`config.mk`:
```
export PLATFORM = sky130hd
export DESIGN_NAME = pipe_add_sub
export DESIGN_NICKNAME = d
export VERILOG_FILES = /design/src/rtl/arith_pkg.sv /design/src/rtl/add_chunk.sv /design/src/rtl/pipe_add_sub.sv
export SDC_FILE = /design/constraint.sdc
export NUM_CORES = 1
export LEC_CHECK = 0
export ABC_CLOCK_PERIOD_IN_PS = 4700
export CAP_MARGIN = 30
export CORE_MARGIN = 2
export CORE_UTILIZATION = 25
export CTS_BUF_LIST = sky130_fd_sc_hd__clkbuf_4
export DETAILED_ROUTE_END_ITERATION = 7
export GPL_ROUTABILITY_DRIVEN = 0
export GPL_TIMING_DRIVEN = 0
export PLACE_DENSITY_LB_ADDON = 0.08
export REMOVE_ABC_BUFFERS = 1
export SLEW_MARGIN = 20
export SYNTH_ARGS = -nofsm -noshare
export SYNTH_HDL_FRONTEND = slang
export SYNTH_SLANG_ARGS = --single-unit
export TNS_END_PERCENT = 10
```
`constraint.sdc`:
```
create_clock -name clk -period 4.7 [get_ports clk]
set_clock_uncertainty 0.05 [all_clocks]
set_input_delay 0.47 -clock clk [delete_from_list [all_inputs] [get_ports clk]]
set_output_delay 0.47 -clock clk [all_outputs]
set_load 0.1 [all_outputs]
```
`src/rtl/arith_pkg.sv`:
```
// arith_pkg: shared types, defaults and the signed-overflow helper for the add/sub pipeline
package arith_pkg;

    localparam int WIDTH_DEF  = 16;
    localparam int STAGES_DEF = 4;

    typedef struct packed {
        logic carry_out;
        logic overflow;
        logic zero;
    } flags_t;

    function automatic logic signed_ovf(input logic a_msb, input logic b_msb, input logic s_msb);
        return (a_msb == b_msb) && (s_msb != a_msb);
    endfunction

endpackage

```
`src/rtl/add_chunk.sv`:
```
// add_chunk: combinational CW-bit adder with carry in and carry out
module add_chunk #(
    parameter int CW = 4
) (
    input  logic [CW-1:0] a,
    input  logic [CW-1:0] b,
    input  logic          cin,
    output logic [CW-1:0] s,
    output logic          cout
);

    assign {cout, s} = {1'b0, a} + {1'b0, b} + {{CW{1'b0}}, cin};

endmodule

```
`src/rtl/pipe_add_sub.sv`:
```
// pipe_add_sub: pipelined add/sub, one CW-bit chunk of carry ripple per stage; PIPE_ADD_SUB_SAT_EN adds a sat port for clamped results
module pipe_add_sub
    import arith_pkg::*;
#(
    parameter int WIDTH  = WIDTH_DEF,
    parameter int STAGES = STAGES_DEF
) (
    input  logic             clk,
    input  logic             rst,
    input  logic             in_valid,
    output logic             in_ready,
    input  logic [WIDTH-1:0] a,
    input  logic [WIDTH-1:0] b,
    input  logic             sub,
    input  logic             carry_in,
`ifdef PIPE_ADD_SUB_SAT_EN
    input  logic             sat,
`endif
    output logic             out_valid,
    input  logic             out_ready,
    output logic [WIDTH-1:0] sum,
    output logic             carry_out,
    output logic             overflow,
    output logic             zero
);

    localparam int CW = WIDTH / STAGES;
    localparam int L  = STAGES - 1;

    if (WIDTH < 2 || STAGES < 1 || STAGES > WIDTH || WIDTH % STAGES != 0) begin : g_bad
        $error("pipe_add_sub: illegal WIDTH/STAGES combination");
    end

    logic             advance;
    logic [WIDTH-1:0] x_a [STAGES];
    logic [WIDTH-1:0] x_b [STAGES];
    logic [WIDTH-1:0] x_s [STAGES];
    logic             x_c [STAGES];
    logic             x_v [STAGES];
    logic             x_sat [STAGES];
    logic [WIDTH-1:0] r_a [STAGES];
    logic [WIDTH-1:0] r_b [STAGES];
    logic [WIDTH-1:0] r_s [STAGES];
    logic             r_c [STAGES];
    logic             r_v [STAGES];
    logic             r_sat [STAGES];
    logic [CW-1:0]    cs [STAGES];
    logic             co [STAGES];
    logic [WIDTH-1:0] raw;
    flags_t           fl;

    assign advance  = !r_v[L] || out_ready;
    assign in_ready = advance;

    assign x_a[0] = a;
    assign x_b[0] = b ^ {WIDTH{sub}};
    assign x_c[0] = carry_in ^ sub;
    assign x_s[0] = '0;
    assign x_v[0] = in_valid;
`ifdef PIPE_ADD_SUB_SAT_EN
    assign x_sat[0] = sat;
`else
    assign x_sat[0] = 1'b0;
`endif

    for (genvar k = 0; k < STAGES; k++) begin : g_st
        if (k > 0) begin : g_link
            assign x_a[k]   = r_a[k-1];
            assign x_b[k]   = r_b[k-1];
            assign x_s[k]   = r_s[k-1];
            assign x_c[k]   = r_c[k-1];
            assign x_v[k]   = r_v[k-1];
            assign x_sat[k] = r_sat[k-1];
        end
        add_chunk #(.CW(CW)) u_add (
            .a   (x_a[k][k*CW +: CW]),
            .b   (x_b[k][k*CW +: CW]),
            .cin (x_c[k]),
            .s   (cs[k]),
            .cout(co[k])
        );
    end

    // Shift all stages together; each stage splices its chunk into the travelling sum, a stall freezes everything
    always_ff @(posedge clk) begin
        if (rst) begin
            for (int i = 0; i < STAGES; i++) begin
                r_v[i]   <= 1'b0;
                r_a[i]   <= '0;
                r_b[i]   <= '0;
                r_s[i]   <= '0;
                r_c[i]   <= 1'b0;
                r_sat[i] <= 1'b0;
            end
        end else if (advance) begin
            for (int i = 0; i < STAGES; i++) begin
                r_v[i]              <= x_v[i];
                r_a[i]              <= x_a[i];
                r_b[i]              <= x_b[i];
                r_c[i]              <= co[i];
                r_sat[i]            <= x_sat[i];
                r_s[i]              <= x_s[i];
                r_s[i][i*CW +: CW]  <= cs[i];
            end
        end
    end

    assign raw          = r_s[L];
    assign fl.carry_out = r_c[L];
    assign fl.overflow  = signed_ovf(r_a[L][WIDTH-1], r_b[L][WIDTH-1], raw[WIDTH-1]);
    assign sum          = (r_sat[L] && fl.overflow) ? {~raw[WIDTH-1], {(WIDTH-1){raw[WIDTH-1]}}} : raw;
    assign fl.zero      = r_v[L] && (sum == '0);

    assign out_valid = r_v[L];
    assign carry_out = fl.carry_out;
    assign overflow  = fl.overflow;
    assign zero      = fl.zero;

endmodule

```
==> impl_metrics.ini, run 1 <==
[run_status]
outcome = completed

[timing]
hold_viol = 0
relSlewSlack_pct = 34.7
setup_slack_ns = 1.32
slew_violations = 0
max_slew.worst_pin.slew_ns = 0.976
layout_min_cycle_time_ns = 3.38
rsz0062_at_grt = false
finalSetupViolations = 0
max_freq_mhz = 296
fin_crit_sh_pct = 71.8

[setup_path]
required_ns = 4.18
critical_path.max_fanout = 77
crit_family = buffers and inverters
critPathLaunchType = primary input
reg2reg_depth = 3
rrSetupSlack_ns = 2.12
r2r-start = r_v[3]
rr_endpoint = r_s[2][1]
cp-end-kind = output pin
arrival_ns = 2.86
crit_path_cell_trace = clkdlybuf4s50_1 > nand2b_4 > clkdlybuf4s50_1
path_common_cell = clkdlybuf4s50_1
cp_slowest_cell = clkdlybuf4s50_1
slowest_delay_ns = 1.27
worst-path-buf-inv = 2
criticalPathCategory = in2out

[global_routing]
track_usage_pct = 8.66
grt_pass1_vias = 2521
grt_first_pass_wirelength_um = 13100
grt_max_degree = 78
grt-ovfl-total = 0
antenna_found_initial = 1

[min_path]
min_to = r_s[3][1]
min_path_cells = 1
hp-class = reg2reg
hold_path.startpoint = r_s[2][1]

[final_layout]
nets = 418
utilization_pct = 30.5
final_cell_mix = edfxtp_1, and3_1, clkdlybuf4s50_1, xnor2_1, inv_1
syn_to_final_growth_pct = 20.0
layout-drive-gt1-share_pct = 9.89
final_common_cell = edfxtp_1

[power_and_ir_drop]
irDropWorstVdd_mv = 0.101
total_power_w = 0.00181
cellPowerDensity_nw_per_um2 = 330
p_leak_nw = 2.34

[logic_synthesis]
synth_edf_count = 98
synth.top_cell.area_share_pct = 64.4
ys_ff_latch = 98
synthCells = 309
ys_async_sr_fraction_pct = 0
synth-main-ff-cell = edfxtp_1
avgSynthCellArea_sq_um = 14.8
synth_area_leaders = edfxtp_1, and3_1, fa_1, ha_1, xnor2_1
yosysWarnings = 0
synth_area_sq_um = 4570
yosysSeqAreaShare_pct = 64.4
synth_cell_types = 34
synth_top_area_cell = edfxtp_1

[floorplan]
die_x_um = 139
core_sq_um = 18000
ios = 59
start_util_pct = 25.4
die_y_um = 139
die-area_sq_um = 19400
rows = 49

[clock_network]
clock-sinks = 98
clk_pin_slew_ns = 0.15
clk_latency_ns = 0.44
htree_levels = 3
cts_setup_buffers = 0
postCtsResizedCells = 0
root_buffer = clkbuf_4
cts_buffer_depth = 2
cts_made_buffers = 9
cts_tree = built
hold_buffers = 0

[placement]
dp.final_hpwl_um = 4730
place_ws_ns = 1.29
io_buffers = 58

[detailed_routing]
num_vias = 2443
drt_iter0_drc = 141
dr.pass1.iters = 4
totalWireLength_um = 7910
wl_per_cell_um = 13.3
antenna_left = 0
routed_via_density = 4.11
drc_errors = 0

[job]
drv_cap = 0
==> how the worst max path moves through the flow <==
stage,startpoint,end,cells after the start,slack (ns)
CTS,r_v[3],in_ready,2,1.26
detailed placement,out_ready,in_ready,3,1.29
finish,out_ready,in_ready,3,1.32
floorplan,r_v[3],r_a[0][10],2,0.14
global placement,rst,r_s[3][8],3,-1.30
global route,r_v[3],in_ready,2,1.15
==> power by group <==
group | switching, W | internal (W)
Clock | 0.000268 | 0.000223
Combinational | 0.000160 | 0.000107
Sequential | 0.0000201 | 0.00103
==> logic make-up (layout without fill, tap and decap cells) <==
kind of cell               Yosys count  after routing  share of synthesized area (%)
xor gates and xnor gates            19             19                           3.64
muxes                                2              2                          0.438
buffers and inverters               35             90                           4.98
AOI/OAI and AO/OA                   17             17                           2.08
other                                0              1                              0
and+or+nand+nor                    118            118                           17.6
adders and majority gates           20             20                           6.79
DFF                                 98             98                           64.4
==> per-layer routing <==
metal	part of all wire, %	GRT usage [%]	vias to the layer above
met5	0	0	-
met4	1.6	3.83	0
met2	47	13.2	47
li1	-	-	1226
met1	47	11.4	1162
met3	3.9	2.66	8
==> synth_stat cells, drive strengths merged (4+ instances only) <==
master / n
a21o: 4
a21oi: 10
and3: 71
buf: 14
clkbuf: 6
edfxtp: 98
fa: 8
ha: 12
inv: 15
nand3b: 4
nor2: 22
nor2b: 4
xnor2: 16
==> layout make-up <==
class | count | area [sq um]
antenna | 1 | 2.50
clock buffer | 11 | 82.6
clock inverter | 4 | 67.6
fill | 1815 | 12500
inverter | 15 | 58.8
multi-input combinational | 176 | 1410
sequential | 98 | 2940
tap | 229 | 287
timing repair buffer | 60 | 636
==> metrics by stage <==
stage               cells  instance area [sq um]  hold WS (ns)  TNS (ns)
detailed placement    578                   5330         0.485         0
floorplan             289                   4400         0.478         0
finish                594                   5480         0.493         0
CTS                   593                   5480         0.499         0
global route          594                   5480         0.508         0
global placement      576                   5260         0.483   -126.70
==> flip-flops by register name (all words and copies together), names as in the netlist <==
register  cells
r_s          40
r_a          25
r_b          25
r_c           4
r_v           4
(Power assumes the default switching activity.)
==> run 2, diff against run 1 <==
ABC_CLOCK_PERIOD_IN_PS = 2900   (was 4700)
clock period = 2.9 ns   (was 4.7 ns; I/O delays follow)
==> run 2 against run 1 <==
Net effect: clock power rose by 62%; largest power group unchanged; setup slack worse by 1.0 ns; highest routed layer unchanged; critical path depth decreased by 1.
==> impl_metrics.ini, run 2 (same netlist as run 1, synthesis figures left out) <==
[timing]
holdWs_ns = 0.482
relSlewSlack_pct = 34.7
slew_violations = 0
hold_viol = 0
finalSetupViolations = 0
max_slew.worst_pin.slew_ns = 0.976
max_freq_mhz = 383
fin_crit_sh_pct = 90.1
layout_min_cycle_time_ns = 2.61
rsz0062_at_grt = false
setup_tns_ns = 0

[global_routing]
grt_pass1_vias = 2522
grt_max_degree = 78
grt_first_pass_wirelength_um = 13100
track_usage_pct = 8.67
antenna_found_initial = 1
grt-ovfl-total = 0

[setup_path]
critical_path.max_fanout = 4
required_ns = 2.56
crit_family = buffers and inverters
arrival_ns = 2.27
worst-path-buf-inv = 1
critPathLaunchType = register
slowest_delay_ns = 1.16
cp-end-kind = output pin
criticalPathCategory = reg2out
cp_slowest_cell = clkdlybuf4s50_1
crit_path_cell_trace = o21ai_0 > clkdlybuf4s50_1

[final_layout]
final_common_cell = edfxtp_1
syn_to_final_growth_pct = 19.9
utilization_pct = 30.5
nets = 418
final_cell_mix = edfxtp_1, and3_1, clkdlybuf4s50_1, xnor2_1, inv_1
largest_reg_flops = 40
reg_top3 = r_s x40, r_a x25, r_b x25
instances_no_fill = 594
largest-register = r_s
layout-drive-gt1-share_pct = 10.4

[placement]
io_buffers = 58
dp_cells = 578
dp.final_hpwl_um = 4730

[floorplan]
rows = 49
core_sq_um = 18000
die_y_um = 139
ios = 59
start_util_pct = 25.4
die_x_um = 139
die-area_sq_um = 19400

[clock_network]
clock-sinks = 98
htree_levels = 3
clk_latency_ns = 0.44
cts_made_buffers = 9
cts_tree = built
cts_buffer_depth = 2
clk_pin_slew_ns = 0.15
root_buffer = clkbuf_4

[power_and_ir_drop]
irDropWorstVdd_mv = 0.163
cellPowerDensity_nw_per_um2 = 534
total_power_w = 0.00293
p_leak_nw = 2.34

[detailed_routing]
wl_per_cell_um = 13.3
drt_iter0_drc = 142
drc_errors = 0
antenna_left = 0
dr.pass1.iters = 4
routed_via_density = 4.11
totalWireLength_um = 7920
num_vias = 2443

[min_path]
hp-class = in2reg

[run_status]
outcome = completed

[job]
drv_cap = 0
[run 2: layout make-up]
class | instances | area (sq um)
fill | 1815 | 12500
sequential | 98 | 2940
multi-input combinational | 176 | 1410
timing repair buffer | 60 | 632
tap | 229 | 287
clock buffer | 11 | 82.6
clock inverter | 4 | 67.6
inverter | 15 | 58.8
antenna | 1 | 2.50
[run 2: what timing repair did]
item / in CTS / in global routing
hold endpoints to repair: 0 / 0
resized for setup: 4 / 3
buffers inserted: 0 / 0
setup endpoints to repair: 2 / 1
hold buffers: 0 / 0
[run 2: power breakdown]
group | total (W) | switching [W] | leakage [nW] | internal [W]
logic | 0.000433 | 0.000260 | 1.09 | 0.000173
registers | 0.00170 | 0.0000325 | 1.16 | 0.00167
clock network | 0.000795 | 0.000435 | 0.0820 | 0.000361
total | 0.00293 | 0.000727 | 2.34 | 0.00220
[run 2: path summary, 6_finish.rpt]
| check | startpoint | endpoint | slack, ns | cells past startpoint |
|---|---|---|---|---|
| worst min-delay path | in_valid | r_v[0] | 0.48 | 2 |
| worst max register to register | r_v[3] | r_s[2][1] | 0.32 | 3 |
| worst min register to register | r_s[2][1] | r_s[3][1] | 0.49 | 1 |
| worst max-delay path | r_s[3][15] | overflow | 0.29 | 2 |
[run 2: worst reg2reg max path: stages, from the launching register on]
cell and delay (ns):
edfxtp_1 0.47, nand2b_4 0.61, nand2b_4 0.78, buf_16 0.32
[run 2: metal layers]
metal  global-route usage [%]  share of wire [%]
met2                     13.2                 47
met4                     3.83                1.6
met3                     2.66                3.9
met5                        0                  0
met1                     11.4                 47
[run 2: per-stage QoR]
stage                     setup WS (ns)  area, sq um
after global placement            -2.92         5260
after global routing             0.0798         5480
after CTS                        0.0119         5480
after detailed placement         -0.148         5330
final                             0.286         5480
after floorplan                   -1.66         4400
